==> src/rtl/game_state_ctrl_pkg.sv <==
// Shared types and scoring constants for the pacman game-flow controller.
package game_state_ctrl_pkg;

  typedef enum logic [2:0] {
    IDLE        = 3'd0,
    READY       = 3'd1,
    PLAY        = 3'd2,
    DYING       = 3'd3,
    LEVEL_CLEAR = 3'd4,
    GAME_OVER   = 3'd5
  } game_state_t;

  localparam int CANDY_PTS      = 10;
  localparam int COOKIE_PTS     = 50;
  localparam int GHOST_PTS_BASE = 200;

  localparam logic [1:0] CHAIN_MAX = 2'd3;

  function automatic logic [8:0] abs_diff9(input logic [8:0] a, input logic [8:0] b);
    return (a >= b) ? (a - b) : (b - a);
  endfunction

endpackage

==> src/rtl/game_state_ctrl_ghost_collide.sv <==
// Per-ghost registered proximity test against pacman (box of +/-(COLL_DIST-1) px).
module game_state_ctrl_ghost_collide
  import game_state_ctrl_pkg::*;
#(
  parameter int COLL_DIST = 4
)(
  input  logic       i_clk,
  input  logic       i_rst_n,
  input  logic [8:0] i_x_pac,
  input  logic [8:0] i_y_pac,
  input  logic [8:0] i_x_ghost,
  input  logic [8:0] i_y_ghost,
  output logic       o_hit
);

  logic [8:0] w_dx;
  logic [8:0] w_dy;

  assign w_dx = abs_diff9(i_x_pac, i_x_ghost);
  assign w_dy = abs_diff9(i_y_pac, i_y_ghost);

  always_ff @(posedge i_clk or negedge i_rst_n) begin
    if (!i_rst_n) o_hit <= 1'b0;
    else          o_hit <= (w_dx < 9'(COLL_DIST)) && (w_dy < 9'(COLL_DIST));
  end

endmodule

==> src/rtl/game_state_ctrl.sv <==
// Game-flow controller: state machine, lives/level, saturating score and frightened mode.
module game_state_ctrl
  import game_state_ctrl_pkg::*;
#(
  parameter int N_GHOSTS      = 4,
  parameter int SCORE_W       = 16,
  parameter int LIVES_INIT    = 3,
  parameter int CANDY_TOTAL   = 244,
  parameter int FRIGHT_FRAMES = 360,
  parameter int READY_FRAMES  = 120,
  parameter int DEATH_FRAMES  = 90,
  parameter int CLEAR_FRAMES  = 120,
  parameter int COLL_DIST     = 4
)(
  input  logic                     vga_pix_clk,
  input  logic                     rst_n,
  input  logic                     frame_stb,
  input  logic                     start_btn,
  input  logic                     ate_candy_stb,
  input  logic                     ate_power_cookie_stb,
  input  logic [8:0]               x_pac,
  input  logic [8:0]               y_pac,
  input  logic [N_GHOSTS-1:0][8:0] x_ghost,
  input  logic [N_GHOSTS-1:0][8:0] y_ghost,
  output logic [2:0]               state,
  output logic [SCORE_W-1:0]       score,
  output logic [1:0]               lives,
  output logic [3:0]               level,
  output logic                     frightened,
  output logic [N_GHOSTS-1:0]      ghost_eaten,
  output logic                     freeze,
  output logic                     pos_reset_stb
);

  localparam int FRM_RD  = (READY_FRAMES > DEATH_FRAMES) ? READY_FRAMES : DEATH_FRAMES;
  localparam int FRM_MAX = (FRM_RD > CLEAR_FRAMES) ? FRM_RD : CLEAR_FRAMES;
  localparam int FW      = $clog2(FRM_MAX + 1);
  localparam int TW      = $clog2(FRIGHT_FRAMES + 1);
  localparam int CW      = $clog2(CANDY_TOTAL + 2);
  localparam int ADD_W   = 12;
  localparam int SUM_W   = ((SCORE_W > ADD_W) ? SCORE_W : ADD_W) + 1;

  // Reset asserts asynchronously everywhere but releases on the clock.
  logic [1:0] r_rst_sync;
  logic       w_rst_n;

  always_ff @(posedge vga_pix_clk or negedge rst_n) begin
    if (!rst_n) r_rst_sync <= 2'b00;
    else        r_rst_sync <= {r_rst_sync[0], 1'b1};
  end
  assign w_rst_n = r_rst_sync[1];

  logic [N_GHOSTS-1:0] w_coll;

  for (genvar g = 0; g < N_GHOSTS; g++) begin : g_coll
    game_state_ctrl_ghost_collide #(.COLL_DIST(COLL_DIST)) u_coll (
      .i_clk     (vga_pix_clk),
      .i_rst_n   (w_rst_n),
      .i_x_pac   (x_pac),
      .i_y_pac   (y_pac),
      .i_x_ghost (x_ghost[g]),
      .i_y_ghost (y_ghost[g]),
      .o_hit     (w_coll[g])
    );
  end

  game_state_t         r_state, w_state_nx;
  logic [FW-1:0]       r_fcnt, w_fcnt_nx;
  logic [TW-1:0]       r_ftmr, w_ftmr_nx;
  logic [CW-1:0]       r_cnt, w_cnt_nx, w_cnt_inc;
  logic [1:0]          r_chain, w_chain_nx;
  logic [SCORE_W-1:0]  r_score, w_score_nx;
  logic [1:0]          r_lives, w_lives_nx;
  logic [3:0]          r_level, w_level_nx;
  logic                r_fright, w_fright_nx;
  logic [N_GHOSTS-1:0] r_geaten, w_geaten_nx;
  logic                r_freeze, r_prs;

  logic                w_in_play, w_candy, w_cookie, w_lethal, w_fdone, w_enter_ready;
  logic [N_GHOSTS-1:0] w_eat_req, w_eat_oh;
  logic [ADD_W-1:0]    w_add;
  logic [SUM_W-1:0]    w_sum;

  assign w_in_play = (r_state == PLAY);
  assign w_candy   = w_in_play & ate_candy_stb;
  assign w_cookie  = w_in_play & ate_power_cookie_stb;
  // A cookie arriving with a hit is applied first; the hit is re-evaluated next cycle.
  assign w_eat_req = (w_in_play && r_fright && !w_cookie) ? (w_coll & ~r_geaten) : '0;
  assign w_eat_oh  = w_eat_req & (~w_eat_req + N_GHOSTS'(1));
  assign w_lethal  = w_in_play && !r_fright && !w_cookie && (|w_coll);
  assign w_fdone   = frame_stb && (r_fcnt <= FW'(1));
  assign w_cnt_inc = r_cnt + CW'(w_candy) + CW'(w_cookie);

  always_comb begin
    w_add = '0;
    if (w_candy)    w_add = w_add + ADD_W'(CANDY_PTS);
    if (w_cookie)   w_add = w_add + ADD_W'(COOKIE_PTS);
    if (|w_eat_oh)  w_add = w_add + (ADD_W'(GHOST_PTS_BASE) << r_chain);
    w_sum      = SUM_W'(r_score) + SUM_W'(w_add);
    w_score_nx = (w_sum[SUM_W-1:SCORE_W] != '0) ? '1 : w_sum[SCORE_W-1:0];

    w_state_nx    = r_state;
    w_fcnt_nx     = (frame_stb && r_fcnt != '0) ? r_fcnt - FW'(1) : r_fcnt;
    w_cnt_nx      = w_cnt_inc;
    w_lives_nx    = r_lives;
    w_level_nx    = r_level;
    w_enter_ready = 1'b0;

    w_fright_nx = r_fright;
    w_ftmr_nx   = r_ftmr;
    w_geaten_nx = r_geaten | w_eat_oh;
    w_chain_nx  = r_chain;
    if (|w_eat_oh && r_chain != CHAIN_MAX) w_chain_nx = r_chain + 2'd1;

    if (w_cookie) begin
      w_fright_nx = 1'b1;
      w_ftmr_nx   = TW'(FRIGHT_FRAMES);
      w_geaten_nx = '0;
      w_chain_nx  = '0;
    end else if (r_fright && frame_stb) begin
      if (r_ftmr <= TW'(1)) begin
        w_fright_nx = 1'b0;
        w_ftmr_nx   = '0;
        w_geaten_nx = '0;
        w_chain_nx  = '0;
      end else begin
        w_ftmr_nx = r_ftmr - TW'(1);
      end
    end

    case (r_state)
      IDLE: if (start_btn) begin
        w_state_nx    = READY;
        w_fcnt_nx     = FW'(READY_FRAMES);
        w_enter_ready = 1'b1;
      end
      READY: if (w_fdone) w_state_nx = PLAY;
      // Clearing the level takes priority over a lethal hit in the same cycle.
      PLAY: if (w_cnt_inc >= CW'(CANDY_TOTAL)) begin
        w_state_nx = LEVEL_CLEAR;
        w_fcnt_nx  = FW'(CLEAR_FRAMES);
      end else if (w_lethal) begin
        w_state_nx = DYING;
        w_fcnt_nx  = FW'(DEATH_FRAMES);
      end
      DYING: if (w_fdone) begin
        w_lives_nx = (r_lives != 2'd0) ? r_lives - 2'd1 : 2'd0;
        if (r_lives <= 2'd1) begin
          w_state_nx = GAME_OVER;
        end else begin
          w_state_nx    = READY;
          w_fcnt_nx     = FW'(READY_FRAMES);
          w_enter_ready = 1'b1;
        end
      end
      LEVEL_CLEAR: if (w_fdone) begin
        w_state_nx    = READY;
        w_fcnt_nx     = FW'(READY_FRAMES);
        w_enter_ready = 1'b1;
        w_level_nx    = r_level + 4'd1;
        w_cnt_nx      = '0;
      end
      GAME_OVER: if (start_btn) begin
        w_state_nx = IDLE;
        w_score_nx = '0;
        w_lives_nx = 2'(LIVES_INIT);
        w_level_nx = '0;
        w_cnt_nx   = '0;
        w_fcnt_nx  = '0;
      end
      default: w_state_nx = IDLE;
    endcase

    if (w_in_play && w_state_nx != PLAY) begin
      w_fright_nx = 1'b0;
      w_ftmr_nx   = '0;
      w_geaten_nx = '0;
      w_chain_nx  = '0;
    end
  end

  always_ff @(posedge vga_pix_clk or negedge w_rst_n) begin
    if (!w_rst_n) begin
      r_state  <= IDLE;
      r_fcnt   <= '0;
      r_ftmr   <= '0;
      r_cnt    <= '0;
      r_chain  <= '0;
      r_score  <= '0;
      r_lives  <= 2'(LIVES_INIT);
      r_level  <= '0;
      r_fright <= 1'b0;
      r_geaten <= '0;
      r_freeze <= 1'b1;
      r_prs    <= 1'b0;
    end else begin
      r_state  <= w_state_nx;
      r_fcnt   <= w_fcnt_nx;
      r_ftmr   <= w_ftmr_nx;
      r_cnt    <= w_cnt_nx;
      r_chain  <= w_chain_nx;
      r_score  <= w_score_nx;
      r_lives  <= w_lives_nx;
      r_level  <= w_level_nx;
      r_fright <= w_fright_nx;
      r_geaten <= w_geaten_nx;
      r_freeze <= (w_state_nx != PLAY);
      r_prs    <= w_enter_ready;
    end
  end

  assign state         = r_state;
  assign score         = r_score;
  assign lives         = r_lives;
  assign level         = r_level;
  assign frightened    = r_fright;
  assign ghost_eaten   = r_geaten;
  assign freeze        = r_freeze;
  assign pos_reset_stb = r_prs;

endmodule

==> config.mk <==
export PLATFORM = sky130hd
export DESIGN_NAME = game_state_ctrl
export DESIGN_NICKNAME = d
export VERILOG_FILES = /design/src/rtl/game_state_ctrl_pkg.sv /design/src/rtl/game_state_ctrl_ghost_collide.sv /design/src/rtl/game_state_ctrl.sv
export SDC_FILE = /design/constraint.sdc
export NUM_CORES = 1
export LEC_CHECK = 0
export BUFFER_PORTS_ARGS = -buffer_cell sky130_fd_sc_hd__buf_2
export CAP_MARGIN = 0
export CORE_MARGIN = 10
export CORE_UTILIZATION = 60
export CTS_CLUSTER_DIAMETER = 40
export DETAILED_ROUTE_END_ITERATION = 10
export HOLD_SLACK_MARGIN = 0.08
export PLACE_DENSITY = 0.83
export SYNTH_ARGS = -nofsm -noshare
export SYNTH_HDL_FRONTEND = slang
export SYNTH_HIERARCHICAL = 1
export SYNTH_SLANG_ARGS = --single-unit
==> constraint.sdc <==
create_clock -name vga_pix_clk -period 2.1 [get_ports vga_pix_clk]
set_input_delay 0 -clock vga_pix_clk [delete_from_list [all_inputs] [get_ports vga_pix_clk]]
set_output_delay 0 -clock vga_pix_clk [all_outputs]
set_load 0.005 [all_outputs]
Yosys cells after proc, flatten, opt, wreduce, memory -nomap -nowiden:

Index checks and enable logic that the tools add are counted.
W data, S select, Z words.

* bits in writable memories: 0
* output and inout port bits: 32
* logic and storage cells: 175
* bits in read-only memories: 0
* register bits after elaboration: 64
* bits in latches: 0
* memories: 0
* input port bits: 96

* div/mod/pow operators: 0
* shifts and indexed selects: 1
* mux-type cells: 65
* equal/unequal tests: 10
* bitwise logic cells: 7
* reductions and logical operators: 28
* $lt $le $gt $ge: 20
* multiply operators: 0
* add/subtract/negate cells: 27

Operators with widths (number)
* $sub A9 B9 Y9: 16
* $mux W9: 12
* $ge A9 B9 Y1: 8
* $lt A9 B3 Y1 const B: 8
* $mux W7: 9
* $mux W16: 3
* $pmux W7 S5: 1
* $mux W4: 8
* $mux W3: 8
* $pmux W3 S6: 1
* $add A16 B12 Y17: 1
* $add A8 B1 Y8: 2
* $mux W2: 8
* $mux W8: 2
* $pmux W8 S2: 1
* $logic_and A1 B1 Y1: 14
* $add A12 B12 Y12: 1
* $mux W12: 1
* $shl A8 B2 Y12 const A: 1
* $le A9 B1 Y1 const B: 1
* $sub A9 B1 Y9 const B: 1
* $add A4 B1 Y4 const B: 2
* $and A4 B4 Y4: 2
* $ge A8 B8 Y1 const B: 1
* other kinds (26): 46

Logic depth before layout (Yosys ltp):

Gate-level depths: netlist of run 1.

* depth after elaboration: 15
* mapped depth: 18
* gate-level depth less buffers: 18

Hierarchy:

Netlist of run 1, hierarchy kept.

By module, submodules not included
* game_state_ctrl_ghost_collide: seq. area each 25.0 µm², area each 1480.2 µm², times used 4, cells each 207
* game_state_ctrl: seq. area each 1505.2 µm², area each 3890.0 µm², times used 1, cells each 439

Least setup slack after synthesis of run 1:

Ideal clock, no wire load.

* kind: register to register
* start: register r_state[1] (netlist: state[1])
* end: register r_score[2] (netlist: score[2])
* setup time: 0.079 ns
* data required time: 2.021 ns
* path buffers: 3
* setup slack: -1.528 ns
* cell stages (with the launch flop): 15
* period minus slack after synthesis: 3.628 ns
* data arrival time: 3.549 ns
* cells stage by stage: dfrtp_1 buf_2 or3b_2 clkbuf_1 nor3_1 o21ai_0 clkbuf_1 mux2_2 ha_1 inv_1 o211ai_1 a21oi_1 o31ai_2 nand2_1 a21oi_1

* cells in the longest elaborated chain, start to end: 14
* elaborated cells on any way between the ends: 21
* those cells by class: add/sub (4); eq/ne (2); mux (7); bitwise (4); reduce/logical (4)

RTL lines
* start: declaration: RTL line game_state_ctrl.sv:67 `game_state_t r_state, w_state_nx;`
* start signal: assignment: RTL line game_state_ctrl.sv:197 `r_state <= w_state_nx;`
* branches (longest 13 deep; another with $add A16 B12 Y17)
* $mux W16 (*): RTL line game_state_ctrl.sv:131 `case (r_state)`
* via w_score_nx[2]: RTL line game_state_ctrl.sv:72 `logic [SCORE_W-1:0] r_score, w_score_nx;`
* end signal: assignment: RTL line game_state_ctrl.sv:202 `r_score <= w_score_nx;`
* end: declaration: RTL line game_state_ctrl.sv:72

Mark *: on every way through the listed nets, which the timed path passes.
A chain may end at the register's enable or synchronous reset.

Worst setup path in the final report of run 1:

* start: register r_state[1] (netlist: state[1])
* end: register r_score[10] (netlist: score[10])

Same word-level chain as after synthesis.

==> reports/results.ini, run 1 <==
[detailed_routing]
drtIter0Drc=984
wl_per_cell_um=18.7
first_pass_iters=8
wirelength_um=35000
route.antenna.remaining_nets=0
drc_errors=0
num_vias=11500
viasPerCell=6.18

[setup_path]
max_stage_delay_ns=0.51
slowest_stage=dfrtp_1
crit_chain=nand2_4 > nor2_4 > and2_4 > ha_4 > ha_4 > nor2_2 > a211oi_2 > xnor2_1 > nor2_1 > ha_1 > o21ai_2 > a21oi_2 > a21oi_4 > o31ai_4 > buf_4 > nand2_8 > a21oi_1
end_kind=register
startpoint=state[1]
crit_required_ns=2.35
r2r-end=score[10]
crit_top_cell=ha_4
rr_worst_depth=17
path_class=register to register
reg2reg_slack_ns=-1.57
r2r-start=state[1]
critical_path.max_fanout=8
arrival_ns=3.92
crit_cells=17
critPathLaunchType=register
crit_family=compound AO/OA/AOI/OAI gates
cp.buffers_inverters=1

[sta]
drv_slew=0
period_minus_slack_ns=3.67
fmax_mhz=272
finalHoldViolations=0
skew_ns=0.0100
setup_viol=47
tightest_slew_ns=0.733
fin_setup_tns_ns=-52.75
finalCritPeriodShare_pct=175
relSlewSlack_pct=50.7
grt_setup_unrepaired=true
setup_ws_ns=-1.57

[synth]
seq_area_frac_synth_pct=16.4
ys_types=79
synthCells=1267
synth_top_family_by_area=compound AO/OA/AOI/OAI gates
synth_flop_cell=dfrtp_1
synthMuxAreaShare_pct=3.28
synth_top_area_cell=ha_1
synth_xor_area_share_pct=5.27
avgSynthCellArea_um2=7.74
synthArstFlopShare_pct=100
yosysWarningCount=6
syn_area_um2=9810
synth_top_area_share_pct=20.8
synth_compound_area_share_pct=25.5
synth.area.top_cells=ha_1 21%, dfrtp_1 16%, inv_1 6.6%
synth_nets=1527
synth_adder_area_share_pct=21.0
synth-seq-cells=64
synth_edf_count=0
synthSimpleGateAreaFrac_pct=19.4

[layout]
final_nets=1905
final_cell_mix=281 x buf_4, 172 x inv_1, 153 x ha_1
final_common_cell=buf_4
drive_gt1_share_pct=35.3
diodes=0
area.growth.synth_to_final_pct=39.5

[pwr]
finalPower_mw=7.34
powerDensity_nw_per_um2=536
vdd_ir_drop_max_v=0.000599
p_leak_nw=7.04

[clocking]
root_buffer=clkbuf_16
cts_sinks=64
htree_levels=3
clkLatencyLatePin_ns=0.35
cts_tree=yes
clock_path_buffers=2
clkTransAtPathRegs_ns=0.06
cts_buffers=9

[hold_path]
hold_class=primary input to register
min_from=frame_stb
hold_path_depth=4
hold_end=r_ftmr[2]

[floorplan]
fp.coreArea_um2=15900
dieArea_um2=21900
row_count=46
die_x_um=148
pin_count=128
start_util_pct=61.5
die_y_um=148

[global_routing]
use_met2_pct=48.5
grt_usage_pct=27.1
grt_use_met1_pct=31.3
grt_max_degree=24
grt_pass1_wl_um=50500
grt_pass1_vias=10900
use_met3_pct=4.27
overflow=0
grt.busiest_layer=met2
antenna_found_initial=0

[status]
status=finished, violations left
violations=negative setup slack

[placed_design]
gp_congestion=0.969
portBuffers=127
dpl.hpwl_um=23500

[run]
maxCapViolCount=0

## timing repair
item | 4_1_cts | 5_1_grt
setup endpoints to repair | 49 | 53
pin swaps | 31 | 33
hold endpoints to repair | 3 | 0
hold buffers | 3 | 0
resized for setup | 51 | 68
setup buffers | 14 | 11
## flip-flops by register name, summed over array words and instances (netlist names), 2 cells and up
name / flops
level: 4
r_ftmr: 9
r_fcnt: 7
r_cnt: 8
g_coll.u_coll/o_hit: 4
score: 16
state: 3
ghost_eaten: 4
r_chain: 2
lives: 2
r_rst_sync: 2
## Yosys cell counts, types with 23 or more instances
master	n
a21o_1	34
a21oi_1	116
a31oi_1	31
clkbuf_1	31
dfrtp_1	61
ha_1	163
inv_1	173
nand2_1	61
nand2b_1	23
nand3_1	38
nor2_1	84
nor3_1	33
o21ai_0	54
xnor2_1	26
xor2_1	33
## report_power, final
part	internal [mW]	total, mW	switching (mW)
Clock	1.19	1.78	0.592
Combinational	1.80	3.78	1.98
Sequential	1.50	1.78	0.281
Total	4.49	7.34	2.85
## layout make-up
class | count | area (µm²)
flip-flops and latches | 64 | 1610
clock inverters | 5 | 104
clock buffers | 11 | 243
well taps | 216 | 270
fillers | 851 | 2260
multi-input cells | 979 | 7940
inverters | 174 | 654
repair buffers | 417 | 2870
## worst reg2reg max path: stages, from the launching register on
cell and delay (ns):
dfrtp_1 0.51, nand2_4 0.11, nor2_4 0.13, and2_4 0.18
ha_4 0.20, ha_4 0.19, nor2_2 0.06, a211oi_2 0.29
xnor2_1 0.19, nor2_1 0.09, ha_1 0.32, o21ai_2 0.10
a21oi_2 0.25, a21oi_4 0.11, o31ai_4 0.34, buf_4 0.21
nand2_8 0.09, a21oi_1 0.22
## worst max path at each step
stage                      endpoint
after global placement    score[14]
after global routing      score[10]
final                     score[10]
after detailed placement  score[14]
after CTS                 score[11]
after floorplan           score[15]
## routing by layer
metal / up-vias / share of wire [%]
li1: 5250 / -
met1: 5374 / 37
met2: 704 / 49
met3: 206 / 8.3
met4: 0 / 5.6
met5: - / 0
## cell families (layout without fill, tap and decap cells)
| kind of cell | Yosys count | in the layout |
|---|---|---|
| AOI/OAI and AO/OA | 374 | 374 |
| and+or+nand+nor | 355 | 355 |
| buffers and inverters | 224 | 607 |
| adders and majority gates | 164 | 164 |
| DFF | 64 | 64 |
| xor gates and xnor gates | 59 | 59 |
| muxes | 26 | 26 |
| other | 1 | 1 |
## through the flow
step           cells  hold WS (ns)  cell area, µm²  worst slack [ns]  util (%)
6_report        1866         0.171           13700             -1.57      85.8
5_1_grt         1866         0.211           13700             -1.66      85.8
4_1_cts         1856         0.146           13300             -1.10      83.4
3_5_place_dp    1823        -0.209           12600             -1.20      79.0
3_3_place_gp    1823        -0.215           12600             -1.02      79.0
2_1_floorplan   1267        -0.296            9970             -1.11         -
Note: power is estimated with default switching activity, not from simulation.
==> inputs of run 2 (changes only) <==
- SKIP_CTS_REPAIR_TIMING: unset -> 1
==> reports/results.ini, run 2 (synthesized netlist as in run 1, its figures left out) <==
[status]
status=finished, violations left
violations=negative setup slack

[layout]
design_area_um2=13400
instances_no_fill=1851
final_nets=1890
final_cell_mix=273 x buf_4, 172 x inv_1, 153 x ha_1
drive_gt1_share_pct=32.8
largest_register_ffs=16
final_core_util_pct=83.7
diodes=0
area.growth.synth_to_final_pct=36.1
final_common_cell=buf_4

[sta]
tightest_slew_ns=0.798
setup_ws_ns=-1.37
grt_setup_unrepaired=true
fmax_mhz=288
setup_viol=47
period_minus_slack_ns=3.47
fin_hold_ws_ns=0.161
skew_ns=0.00807
finalCritPeriodShare_pct=165
drv_slew=0
fin_setup_tns_ns=-46.99
relSlewSlack_pct=46.3
finalHoldViolations=0

[setup_path]
rr_worst_depth=12
reg2reg_slack_ns=-1.37
crit_chain=buf_4 > or3b_4 > nor3_4 > o21ai_2 > mux2_4 > ha_4 > nor2b_4 > o31ai_2 > a21oi_2 > o2111ai_2 > nand2_1 > o311a_1
arrival_ns=3.68
slowest_stage=dfrtp_1
crit_required_ns=2.31
critical_path.max_fanout=4
end_kind=register
r2r-start=state[0]
max_stage_delay_ns=0.42
path_class=register to register
r2r-end=score[15]
critPathLaunchType=register

[global_routing]
grt_pass1_wl_um=47200
grt_usage_pct=25.1
grt_pass1_vias=10600
grt_max_degree=24
overflow=0
antenna_found_initial=0

[hold_path]
hold_end=r_ftmr[2]
hold_path_depth=4
hold_class=primary input to register
min_from=frame_stb

[detailed_routing]
route.antenna.remaining_nets=0
num_vias=11100
wirelength_um=31500
first_pass_iters=5
viasPerCell=5.99
drc_errors=0
drtIter0Drc=965
wl_per_cell_um=17.0

[clocking]
clkTransAtPathRegs_ns=0.06
root_buffer=clkbuf_16
clkLatencyLatePin_ns=0.34
cts_tree=yes
cts_sinks=64
clock_path_buffers=2
htree_levels=3
cts_buffers=9

[placed_design]
placed_cells=1823
dpl_worst_slack_ns=-1.20
dpl.hpwl_um=23500
portBuffers=127
placed_area_um2=12600
gp_congestion=0.969

[run]
maxCapViolCount=0

[pwr]
powerDensity_nw_per_um2=529
finalPower_mw=7.07
vdd_ir_drop_max_v=0.000531
p_leak_nw=6.95

[floorplan]
dieArea_um2=21900
row_count=46
pin_count=128
die_y_um=148
die_x_um=148
start_util_pct=61.5
fp.coreArea_um2=15900

-- run 2: cell count changes in the layout (fill, tap and decap cells not counted), moves of 4 or more --
| cell | before | now |
|---|---|---|
| xnor2_2 | 0 | 4 |
| a21oi_2 | 18 | 8 |
| a21oi_1 | 98 | 108 |
| buf_4 | 281 | 273 |
| buf_6 | 5 | 0 |
| nor2_2 | 10 | 1 |
| nand3_1 | 33 | 37 |
| nor2_1 | 73 | 82 |
| nand3_2 | 5 | 1 |
-- run 2: how the worst max path moves through the flow --
| stage | start | to | slack [ns] | depth (start not counted) |
|---|---|---|---|---|
| finish | state[0] | score[15] | -1.37 | 12 |
| global route | state[0] | score[4] | -1.45 | 18 |
| CTS | state[0] | score[13] | -1.25 | 14 |
| detailed placement | state[0] | score[14] | -1.20 | 15 |
| global placement | state[0] | score[14] | -1.02 | 18 |
| floorplan | state[1] | score[15] | -1.11 | 14 |
-- run 2: worst max-delay path: cells and delay by family (launching register included) --
family,cells,cell delay [ns]
multiplexers,1,0.35
AO/OA/AOI/OAI,5,1.29
flip-flops,1,0.42
buffers and inverters,1,0.15
adder cells (fa/ha/maj),1,0.22
AND/OR/NAND/NOR,4,0.88
-- run 2: cell type report --
| class | count | area, µm² |
|---|---|---|
| Fill cell | 902 | 2590 |
| Tap cell | 216 | 270 |
| Clock inverter | 5 | 104 |
| Inverter | 174 | 657 |
| Multi-Input combinational cell | 979 | 7740 |
| Clock buffer | 11 | 243 |
| Sequential cell | 64 | 1610 |
| Timing Repair Buffer | 402 | 2730 |
-- run 2: per-layer routing --
layer,GRT usage (%),up-vias,wire length (µm)
li1,-,5227,-
met1,29.5,5261,12500
met2,45.2,494,15800
met3,3.97,102,2130
met4,8.28,0,1050
met5,0,-,0
-- run 2: power by group --
| part | leakage (nW) | internal [mW] | switching (mW) |
|---|---|---|---|
| sequential | 0.823 | 1.50 | 0.255 |
| combinational | 5.95 | 1.71 | 1.85 |
| clock | 0.170 | 1.19 | 0.557 |
==> inputs of run 3 (changes only) <==
- CORE_UTILIZATION: 60 -> 30
- PLACE_DENSITY: 0.83 -> 0.48
- SKIP_LAST_GASP: unset -> 1
==> reports/results.ini, run 3 (synthesized netlist as in run 1, its figures left out) <==
[status]
status=finished, violations left
violations=negative setup slack

[placed_design]
dpl.hpwl_um=25400
placed_cells=2089
dpl_worst_slack_ns=-1.17
gp_congestion=0.892
portBuffers=127

[clocking]
htree_levels=3
root_buffer=clkbuf_16
clock_path_buffers=2
cts_tree=yes
cts_buffers=9
cts_sinks=64
clkTransAtPathRegs_ns=0.06
clkLatencyLatePin_ns=0.35

[floorplan]
row_count=66
dieArea_um2=40300
die_x_um=201
fp.coreArea_um2=32400
die_y_um=201
pin_count=128
start_util_pct=30.3

[pwr]
vdd_ir_drop_max_v=0.000472
finalPower_mw=7.06
p_leak_nw=7.15
powerDensity_nw_per_um2=504

[sta]
setup_viol=45
setup_ws_ns=-1.12
fmax_mhz=311
skew_ns=0.00696
period_minus_slack_ns=3.22
grt_setup_unrepaired=true
finalCritPeriodShare_pct=153
fin_setup_tns_ns=-43.61
drv_slew=0
finalHoldViolations=0

[detailed_routing]
wirelength_um=30200
first_pass_iters=5
drc_errors=0
wl_per_cell_um=14.3
num_vias=10100
route.antenna.remaining_nets=0
drtIter0Drc=429
viasPerCell=4.79

[setup_path]
crit_chain=nand4bb_1 > xnor2_2 > ha_4 > o21ai_2 > a211oi_2 > nand2_1 > xnor2_1 > nor2_1 > ha_2 > or3_4 > o2111ai_1 > nor3b_1 > a311oi_1 > a21oi_1
crit_cells=14
end_kind=register
critical_path.max_fanout=4
crit_family=simple AND/OR/NAND/NOR gates
cp.buffers_inverters=0
critPathLaunchType=register
rr_worst_depth=14
reg2reg_slack_ns=-1.12
arrival_ns=3.44
slowest_stage=dfrtp_1
path_class=register to register
max_stage_delay_ns=0.41
crit_required_ns=2.32

[global_routing]
grt_pass1_vias=10100
grt.busiest_layer=met2
grt_pass1_wl_um=49300
grt_use_met1_pct=18.4
grt_max_degree=26
overflow=0
grt_usage_pct=14.4
antenna_found_initial=0
use_met2_pct=25.4
use_met3_pct=1.79

[layout]
regArea_um2=1610
final_common_cell=buf_4
final_core_util_pct=43.3
drive_gt1_share_pct=34.7
fillers=3357
final_cell_mix=306 x buf_4, 171 x inv_1, 148 x ha_1
instances_no_fill=2116
multi_input_area_um2=7770
largest_register_ffs=16
diodes=0
area.growth.synth_to_final_pct=42.9
final_nets=1929

[run]
maxCapViolCount=0

[hold_path]
hold_path_depth=4
hold_class=primary input to register

## run 3: area by class of cell
class	count	area share, %
multi-input cells	979	55.4
repair buffers	441	22.0
flip-flops and latches	64	11.5
inverters	174	4.69
well taps	442	3.95
clock buffers	9	1.61
clock inverters	7	0.857
## run 3: through the flow
step | area (µm²) | hold slack [ns]
after floorplan | 9970 | -0.296
after global placement | 13200 | -0.214
after detailed placement | 13200 | -0.208
after CTS | 13500 | -0.575
after global routing | 14000 | 0.184
final | 14000 | 0.168
## run 3: worst paths after layout
kind                                from        end
setup reg to reg                state[0]  score[13]
hold reg to reg            r_rst_sync[1]  r_fcnt[4]
max in group asynchronous  r_rst_sync[1]   lives[1]
setup / recovery                state[0]  score[13]
min in group asynchronous  r_rst_sync[1]  r_fcnt[4]
hold / removal                 frame_stb  r_ftmr[2]
## run 3: where the power goes
group / internal [mW] / total, mW / leakage (nW) / switching [mW]
combinational: 1.78 / 3.55 / 6.16 / 1.77
clock: 1.16 / 1.77 / 0.166 / 0.606
sequential: 1.50 / 1.75 / 0.823 / 0.248
## run 3: worst min-delay path: cells and delay by family
kind	cells	cell delay [ns]
buf+inv	1	0.17
xor+xnor	1	0.07
simple gates	2	0.21
## run 3: routing by layer
metal / wire length (µm) / vias up
met4: 426 / 0
met2: 14700 / 114
met3: 629 / 26
li1: - / 5297
met5: 0 / -
met1: 14400 / 4709
